==> src/rtl/cpu_pkg.sv <==
// Shared definitions for the simple CPU sequencer: opcodes, ALU encodings,
// sequencer states and instruction field positions.
package cpu_pkg;

    localparam logic [3:0] OP_ADD  = 4'h0;
    localparam logic [3:0] OP_SUB  = 4'h1;
    localparam logic [3:0] OP_AND  = 4'h2;
    localparam logic [3:0] OP_OR   = 4'h3;
    localparam logic [3:0] OP_XOR  = 4'h4;
    localparam logic [3:0] OP_SHL  = 4'h5;
    localparam logic [3:0] OP_SHR  = 4'h6;
    localparam logic [3:0] OP_NOT  = 4'h7;
    localparam logic [3:0] OP_HALT = 4'hE;
    localparam logic [3:0] OP_NOP  = 4'hF;

    localparam logic [2:0] ALU_ADD = 3'b000;
    localparam logic [2:0] ALU_SUB = 3'b001;
    localparam logic [2:0] ALU_AND = 3'b010;
    localparam logic [2:0] ALU_OR  = 3'b011;
    localparam logic [2:0] ALU_XOR = 3'b100;
    localparam logic [2:0] ALU_SHL = 3'b101;
    localparam logic [2:0] ALU_SHR = 3'b110;
    localparam logic [2:0] ALU_NOT = 3'b111;

    typedef enum logic [2:0] {
        ST_IDLE   = 3'd0,
        ST_FETCH  = 3'd1,
        ST_DECODE = 3'd2,
        ST_EXEC   = 3'd3,
        ST_WB     = 3'd4,
        ST_HALT   = 3'd5
    } state_t;

    localparam int OPC_MSB = 15;
    localparam int OPC_LSB = 12;
    localparam int RD_MSB  = 11;
    localparam int RD_LSB  = 8;
    localparam int RS1_MSB = 7;
    localparam int RS1_LSB = 4;
    localparam int RS2_MSB = 3;
    localparam int RS2_LSB = 0;

    // Opcodes 0x8..0xD are unassigned; they execute as NOP but flag the program.
    function automatic logic is_illegal_op(input logic [3:0] op);
        return (op >= 4'h8) && (op <= 4'hD);
    endfunction

endpackage

==> src/rtl/control_unit.sv <==
// Opcode decoder: maps a 4-bit opcode onto the ALU operation and the
// register write enable. Anything outside the arithmetic group is a no-write ADD.
module control_unit
    import cpu_pkg::*;
(
    input  logic [3:0] opcode,
    output logic [2:0] alu_op,
    output logic       reg_write
);

    always_comb begin
        alu_op    = ALU_ADD;
        reg_write = 1'b0;
        case (opcode)
            OP_ADD: begin alu_op = ALU_ADD; reg_write = 1'b1; end
            OP_SUB: begin alu_op = ALU_SUB; reg_write = 1'b1; end
            OP_AND: begin alu_op = ALU_AND; reg_write = 1'b1; end
            OP_OR:  begin alu_op = ALU_OR;  reg_write = 1'b1; end
            OP_XOR: begin alu_op = ALU_XOR; reg_write = 1'b1; end
            OP_SHL: begin alu_op = ALU_SHL; reg_write = 1'b1; end
            OP_SHR: begin alu_op = ALU_SHR; reg_write = 1'b1; end
            OP_NOT: begin alu_op = ALU_NOT; reg_write = 1'b1; end
            default: begin alu_op = ALU_ADD; reg_write = 1'b0; end
        endcase
    end

endmodule

==> src/rtl/cpu_sequencer.sv <==
// Fetch/decode/execute/writeback controller: fetches one instruction at a time
// over a req/valid handshake and drives the ALU/register-file control lines.
module cpu_sequencer
    import cpu_pkg::*;
#(
    parameter int PC_WIDTH     = 8,
    parameter int RETIRE_WIDTH = 16
) (
    input  logic                    clk,
    input  logic                    rst,
    input  logic                    start,
    output logic                    imem_req,
    output logic [PC_WIDTH-1:0]     imem_addr,
    input  logic                    imem_valid,
    input  logic [15:0]             imem_rdata,
    output logic [3:0]              rf_raddr_a,
    output logic [3:0]              rf_raddr_b,
    output logic [2:0]              alu_op,
    output logic                    rf_we,
    output logic [3:0]              rf_waddr,
    output logic                    busy,
    output logic                    halted,
    output logic                    illegal,
    output logic [RETIRE_WIDTH-1:0] retired
);

    state_t                  state_reg, state_next;
    logic [PC_WIDTH-1:0]     pc_reg;
    logic [15:0]             ir_reg;
    logic [2:0]              alu_op_reg;
    logic [3:0]              raddr_a_reg, raddr_b_reg, waddr_reg;
    logic                    we_flag_reg, ill_flag_reg, illegal_reg;
    logic [RETIRE_WIDTH-1:0] retired_reg;

    logic [3:0] opcode;
    logic [2:0] dec_alu_op;
    logic       dec_we;

    assign opcode = ir_reg[OPC_MSB:OPC_LSB];

    control_unit u_control_unit (
        .opcode    (opcode),
        .alu_op    (dec_alu_op),
        .reg_write (dec_we)
    );

    always_comb begin
        state_next = state_reg;
        case (state_reg)
            ST_IDLE, ST_HALT: if (start) state_next = ST_FETCH;
            ST_FETCH:         if (imem_valid) state_next = ST_DECODE;
            ST_DECODE:        state_next = (opcode == OP_HALT) ? ST_HALT : ST_EXEC;
            ST_EXEC:          state_next = ST_WB;
            ST_WB:            state_next = ST_FETCH;
            default:          state_next = ST_IDLE;
        endcase
    end

    always_ff @(posedge clk) begin
        if (rst) begin
            state_reg    <= ST_IDLE;
            pc_reg       <= '0;
            ir_reg       <= '0;
            alu_op_reg   <= ALU_ADD;
            raddr_a_reg  <= '0;
            raddr_b_reg  <= '0;
            waddr_reg    <= '0;
            we_flag_reg  <= 1'b0;
            ill_flag_reg <= 1'b0;
            illegal_reg  <= 1'b0;
            retired_reg  <= '0;
        end else begin
            state_reg <= state_next;
            case (state_reg)
                ST_IDLE, ST_HALT: begin
                    if (start) begin
                        pc_reg      <= '0;
                        illegal_reg <= 1'b0;
                        retired_reg <= '0;
                    end
                end
                ST_FETCH: begin
                    if (imem_valid) ir_reg <= imem_rdata;
                end
                ST_DECODE: begin
                    alu_op_reg   <= dec_alu_op;
                    raddr_a_reg  <= ir_reg[RS1_MSB:RS1_LSB];
                    raddr_b_reg  <= ir_reg[RS2_MSB:RS2_LSB];
                    waddr_reg    <= ir_reg[RD_MSB:RD_LSB];
                    we_flag_reg  <= dec_we;
                    ill_flag_reg <= is_illegal_op(opcode);
                end
                ST_WB: begin
                    // PC wraps naturally; the retire count sticks at all-ones.
                    pc_reg <= pc_reg + PC_WIDTH'(1);
                    if (ill_flag_reg) illegal_reg <= 1'b1;
                    if (retired_reg != '1) retired_reg <= retired_reg + RETIRE_WIDTH'(1);
                end
                default: ;
            endcase
        end
    end

    assign imem_req   = (state_reg == ST_FETCH);
    assign imem_addr  = pc_reg;
    assign rf_raddr_a = raddr_a_reg;
    assign rf_raddr_b = raddr_b_reg;
    assign rf_waddr   = waddr_reg;
    assign alu_op     = alu_op_reg;
    assign rf_we      = (state_reg == ST_WB) && we_flag_reg;
    assign busy       = (state_reg == ST_FETCH) || (state_reg == ST_DECODE) ||
                        (state_reg == ST_EXEC)  || (state_reg == ST_WB);
    assign halted     = (state_reg == ST_HALT);
    assign illegal    = illegal_reg;
    assign retired    = retired_reg;

endmodule
==> config.mk <==
export PLATFORM = sky130hd
export DESIGN_NAME = cpu_sequencer
export DESIGN_NICKNAME = d
export VERILOG_FILES = /design/src/rtl/cpu_pkg.sv /design/src/rtl/control_unit.sv /design/src/rtl/cpu_sequencer.sv
export SDC_FILE = /design/constraint.sdc
export NUM_CORES = 1
export LEC_CHECK = 0
export CORE_ASPECT_RATIO = 0.75
export CORE_MARGIN = 1.5
export CORE_UTILIZATION = 54
export CTS_CLUSTER_DIAMETER = 100
export CTS_CLUSTER_SIZE = 10
export DETAILED_ROUTE_END_ITERATION = 8
export GPL_TIMING_DRIVEN = 0
export PLACE_DENSITY = 0.85
export SYNTH_ARGS = -nofsm -noshare
export SYNTH_HDL_FRONTEND = slang
export SYNTH_HIERARCHICAL = 1
export SYNTH_SLANG_ARGS = --single-unit
==> constraint.sdc <==
create_clock -name clk -period 4.65 [get_ports clk]
set_input_delay 0.93 -clock clk [delete_from_list [all_inputs] [get_ports clk]]
set_output_delay 0.93 -clock clk [all_outputs]
set_load 0.1 [all_outputs]
==> flow_summary_export.csv, run 1 <==
group,metric,value,unit
placement,dp_slack,1.09,ns
placement,dpl.hpwl,5450,um
global_route,grt_antenna_before_repair,0,
synth,synth-warning-count,6,
setup_path,critical_path_class,"reg2out",
sta,period_needed,3.92,ns
die,floorplan.io_pins,64,
clocking,holdBufCountCts,0,
clocking,cts_repair_resize_count,0,
synth,yosysTopAreaCell,"dfxtp_1",
finish,final_cell_count_no_fill,491,
clocking,cts_inserted_buffers,9,
sta,final_min_period_over_clock_period,0.842,
setup_path,worst_setup_path_end_kind,"output pin",
placement,placed_cells_incl_taps,475,
setup_path,crit_fanout,10,
power,p_leak,1.30,nW
power,vdd_ir_drop_max,0.238,mV
sta,worstMarginPinSlew,1.00,ns
setup_path,reg2reg_setup_slack,2.63,ns
setup_path,start_point_of_the_critical_path,"state_reg[1]",
synth,synth_cell_types,52,
sta,whs,0.454,ns
die,row_count,22,
setup_path,r2r_startpoint,"state_reg[0]",
setup_path,ff_to_ff_path_depth,7,
synth,syn_area,0.00282,mm2
clocking,cts_tree,"built",
synth,async_reset_ff_frac,0,
setup_path,timing.rr.end,"rf_waddr[0]",
sta,fmax,255,MHz
synth,yosys_most_used_dff,"dfxtp_1",
sta,fin_setup_tns,0,ns
placement,gp_congestion,0.981,
route,detail_route.wirelength,8060,um
finish,drive_gt1_frac,0.0835,
sta,rsz0062_at_grt,"no",
clocking,ctsHtreeMaxLevel,3,
sta,timing.final.setup_violations,0,
route,detail_route.iter0.violations,311,
finish,area_growth_syn_to_layout,32.9,%
hold_path,hold_path.class,"reg2reg",
sta,timing.final.ws_setup,0.735,ns
route,route.antenna.remaining_nets,0,
global_route,grt_start_max_net_pins,12,
synth,post-synth-top-area-fraction,0.432,
die,chipHeight,65.6,um
global_route,grt_usage,0.299,
placement,detailed_place.area,0.00353,mm2
die,die_width,86.5,um
global_route,vias_in_the_first_global_route,2624,
route,detailedRoute.firstPassIterationCount,5,
sta,timing.final.max_slew_violations,0,
power,pwr_density_cell,319,mW/mm2
synth,synthTopCellsByArea,"dfxtp_1 43%, nand2_1 11%, a21oi_1 8.3%",
die,core_area,0.00495,mm2
synth,count_of_state_elements_after_synthesis,61,
finish,fillers,360,
run_status,status,"finished clean",
clocking,cts-root-buf,"clkbuf_8",
route,via_count,3013,
synth,netlist_instances,352,
clocking,post_cts_setup_inserts,0,
route,routed_via_density,6.14,
clocking,cts.clk_slew.worst_paths,0.07,ns
clocking,clkLatencyLatePin,0.35,ns
finish,diodes,0,
sta,hold_viol,0,
sta,fin_worst_skew,0.0117,ns
route,post-route-drc-count,0,
route,route.detailed.wl_per_inst,16.4,um
sta,worst_slew_margin_rel,0.331,
placement,port_buffers,63,
global_route,grt_first_pass_wirelength,12800,um
die,dieArea,0.00568,mm2
setup_path,cp_data_arrival_time,2.99,ns
clocking,cts_sinks,61,
synth,ys_seq_area_frac,0.432,
global_route,grt_overflow,0,
synth,synth-edff-count,0,
synth,syn-mean-instance-area,8.02,um2
finish,stdcell_area,0.00375,mm2
job,max-cap-violations,0,
finish,fin_nets,448,
synth,mappedNetlistNets,374,
die,start_util,0.570,
clocking,cts_buffer_depth,2,
setup_path,worstSetupStartpointType,"register",
setup_path,critical_path_required,3.72,ns
setup_path,cp-endpoint,"rf_we",
-- cell usage after synthesis, types with 5 or more instances --
cell type,n
or4_1,6
and2_1,5
nor2_1,12
a31oi_1,5
inv_1,6
dfxtp_1,61
a211oi_1,6
nor3_1,6
clkbuf_1,13
o21ai_0,9
nand3_1,15
a21oi_1,47
buf_2,8
nand2_1,84
nand4_1,6
-- worst min-delay path by stage --
| stage | startpoint | to | cells after the start |
|---|---|---|---|
| after floorplan | we_flag_reg | we_flag_reg | 2 |
| after global placement | we_flag_reg | we_flag_reg | 2 |
| after detailed placement | rf_raddr_b[3] | rf_raddr_b[3] | 2 |
| after CTS | ir_reg[4] | rf_raddr_a[0] | 2 |
| after global routing | ir_reg[4] | rf_raddr_a[0] | 2 |
| final | rf_waddr[1] | rf_waddr[1] | 2 |
-- kinds of logic after synthesis --
logic type,after synthesis,share of synthesized area
adders and majority gates,2,0.00886
DFF,61,0.432
AOI/OAI and AO/OA,93,0.206
xor gates and xnor gates,1,0.00310
buffers and inverters,30,0.0443
and+or+nand+nor,165,0.305
-- power breakdown --
part	leakage (nW)	internal, mW	switching, mW
Combinational	0.693	0.0385	0.0843
Clock	0.112	0.315	0.222
Sequential	0.493	0.532	0.00597
Total	1.30	0.886	0.313
-- metrics by stage --
stage	total power, mW	util
final	1.20	0.758
after detailed placement	0.668	0.712
after global routing	1.23	0.758
after CTS	1.19	0.758
after floorplan	0.625	-
after global placement	0.666	0.712
-- final cells by class --
cell class	instances	area [um2]	share of cell area
buffer	24	103	0.0273
tap	60	75.1	0.0200
inverter	6	22.5	0.00600
sequential	61	1220	0.325
clock buffer	10	138	0.0367
clock inverter	6	86.3	0.0230
multi-input combinational	261	1480	0.394
timing repair buffer	63	631	0.168
-- critical path, stage by stage, from the launching register on --
cell and delay (ns):
dfxtp_1 0.34, buf_2 0.20, nor3b_4 0.31, clkbuf_1 0.44, and2_1 0.22, clkdlybuf4s50_1 1.13
-- cells in the final DEF, fill, tap and decap left out, types with 2 or more instances in the layout --
master | synthesis | layout
nand2b_1 | 2 | 2
clkbuf_8 | 0 | 10
and4_1 | 2 | 2
and3_1 | 2 | 2
nand4_1 | 6 | 6
a21oi_1 | 47 | 47
o311ai_0 | 2 | 2
a21o_1 | 2 | 2
a41oi_1 | 2 | 2
o2111ai_1 | 2 | 2
ha_1 | 2 | 2
clkdlybuf4s50_1 | 0 | 63
o221a_2 | 2 | 2
dfxtp_1 | 61 | 61
clkbuf_1 | 13 | 13
or4_1 | 6 | 6
a22oi_1 | 3 | 3
nand2_1 | 84 | 84
nor2_1 | 12 | 12
nor3_1 | 6 | 6
nand3_1 | 15 | 15
clkinv_2 | 0 | 2
nand4b_1 | 3 | 3
nor3b_1 | 3 | 3
inv_1 | 6 | 6
o21ai_0 | 9 | 9
a31oi_1 | 5 | 5
a211oi_1 | 6 | 6
nor2b_1 | 4 | 4
o211ai_1 | 4 | 4
bufinv_16 | 0 | 2
buf_2 | 8 | 8
nor4_1 | 4 | 4
and2_1 | 5 | 5
clkbuf_2 | 2 | 2
nand4_4 | 2 | 2
-- layer usage --
metal	up-vias	track usage	part of all wire
li1	1417	-	-
met1	1393	0.401	0.43
met2	183	0.459	0.46
met3	20	0.0779	0.094
met4	0	0.119	0.018
met5	-	0	0
Power figures use the tool's default switching activity.
==> inputs of run 2 (changes only) <==
Settings changed: CORE_UTILIZATION 54 to 50, PLACE_DENSITY 0.85 to 0.8.
Clock period 4.65 ns to 3.71 ns, I/O delays scaled along.
==> run 2 against run 1 <==
Compared with the run above: die area rose by 7.7%; first-iteration DRC count fell by 25%; power rose by 18%; design area barely moved; worst setup slack got worse by 0.48 ns; clock-buffer cell count did not move; register-to-register slack got worse by 0.85 ns.
==> flow_summary_export.csv, run 2 (synthesis results as in run 1) <==
group,metric,value,unit
finish,fin_nets,448,
clocking,cts_tree,"built",
global_route,grt_start_max_net_pins,12,
setup_path,worstSetupStartpointType,"register",
finish,diodes,0,
finish,multiInputGateArea,0.00148,mm2
sta,worst_slew_margin_rel,0.331,
clocking,cts-root-buf,"clkbuf_8",
sta,final_min_period_over_clock_period,0.931,
job,max-cap-violations,0,
route,routed_via_density,5.81,
placement,dpl.hpwl,5540,um
power,vdd_ir_drop_max,0.242,mV
global_route,vias_in_the_first_global_route,2611,
clocking,cts.clk_slew.worst_paths,0.07,ns
die,chipHeight,68.1,um
clocking,cts_buffer_depth,2,
placement,port_buffers,63,
die,start_util,0.525,
finish,mostFrequentLayoutCell,"nand2_1",
clocking,cts_sinks,61,
die,row_count,23,
finish,area_growth_syn_to_layout,32.9,%
route,detailedRoute.firstPassIterationCount,5,
setup_path,cp_data_arrival_time,2.71,ns
hold_path,hold_path.class,"reg2reg",
route,post-route-drc-count,0,
finish,layout.cells.most_common_list,"84 x nand2_1, 62 x clkdlybuf4s50_1, 61 x dfxtp_1",
route,route.antenna.remaining_nets,0,
route,detail_route.iter0.violations,234,
sta,period_needed,3.45,ns
clocking,holdBufCountCts,0,
sta,worstMarginPinSlew,1.00,ns
sta,timing.final.max_slew_violations,0,
global_route,grt_antenna_before_repair,0,
finish,layout.area.seq,0.00122,mm2
sta,fmax,289,MHz
sta,fin_setup_tns,0,ns
route,detail_route.wirelength,7800,um
clocking,cts_inserted_buffers,9,
global_route,grt_overflow,0,
finish,fillers,459,
clocking,clkLatencyLatePin,0.34,ns
sta,timing.final.setup_violations,0,
sta,rsz0062_at_grt,"no",
sta,hold_viol,0,
global_route,grt_first_pass_wirelength,12400,um
global_route,grt_usage,0.260,
placement,dp_slack,0.383,ns
sta,fin_worst_skew,0.00541,ns
run_status,status,"finished clean",
route,via_count,2941,
power,pwr_density_cell,378,mW/mm2
placement,gp_congestion,0.924,
route,route.detailed.wl_per_inst,15.4,um
die,core_area,0.00538,mm2
die,dieArea,0.00611,mm2
power,p_leak,1.29,nW
setup_path,worst_setup_path_end_kind,"output pin",
setup_path,critical_path_required,2.97,ns
finish,drive_gt1_frac,0.0858,
die,floorplan.io_pins,64,
clocking,post_cts_setup_inserts,0,
setup_path,critical_path_class,"reg2out",
clocking,ctsHtreeMaxLevel,3,
sta,timing.final.ws_setup,0.255,ns
setup_path,crit_fanout,10,
die,die_width,89.8,um
==> run 2: where the power goes <==
group          internal (mW)  leakage [nW]  switching [mW]
Clock                  0.325        0.0943           0.266
Combinational         0.0485         0.701           0.104
Sequential             0.667         0.493         0.00776
==> run 2: area by class of cell <==
| class | count | share of cell area |
|---|---|---|
| inverters | 6 | 0.00600 |
| plain buffers | 24 | 0.0273 |
| multi-input cells | 261 | 0.395 |
| clock inverters | 6 | 0.0167 |
| flip-flops and latches | 61 | 0.325 |
| clock buffers | 10 | 0.0367 |
| repair buffers | 63 | 0.168 |
| well taps | 75 | 0.0250 |
==> run 2: metal layers <==
metal,part of all wire,vias up,track usage
met5,0,-,0
met4,0.010,0,0.0714
met3,0.078,13,0.0989
met2,0.45,129,0.420
met1,0.46,1376,0.331
li1,-,1423,-
==> run 2: repair_timing <==
| item | in CTS | in global routing |
|---|---|---|
| setup endpoints to repair | 1 | 0 |
| resized for setup | 1 | 0 |
| hold endpoints to repair | 0 | 0 |
==> run 2: worst paths after layout <==
kind,slack (ns),end,cells past startpoint,from
worst max-delay path,0.26,rf_we,5,state_reg[1]
worst min-delay path,0.45,rf_waddr[0],2,ir_reg[8]
worst max register to register,1.78,rf_raddr_b[3],7,state_reg[0]
worst min register to register,0.45,rf_waddr[0],2,ir_reg[8]
==> run 2: metrics by stage <==
stage | cell area (um2) | total power [mW] | utilization | hold WS [ns] | instances
after detailed placement | 3550 | 0.839 | 0.660 | 0.446 | 490
final | 3750 | 1.42 | 0.697 | 0.455 | 506
after global routing | 3750 | 1.46 | 0.697 | 0.467 | 506
after global placement | 3550 | 0.836 | 0.660 | 0.437 | 490
after floorplan | 2830 | 0.784 | - | 0.432 | 352
after CTS | 3750 | 1.42 | 0.697 | 0.455 | 506
==> run 2: critical path, cell delays in order, from the launching register on <==
cell and delay [ns]:
dfxtp_1 0.34, buf_2 0.20, nor3b_4 0.31, clkbuf_1 0.45, and2_1 0.21, dlygate4sd2_1 0.86
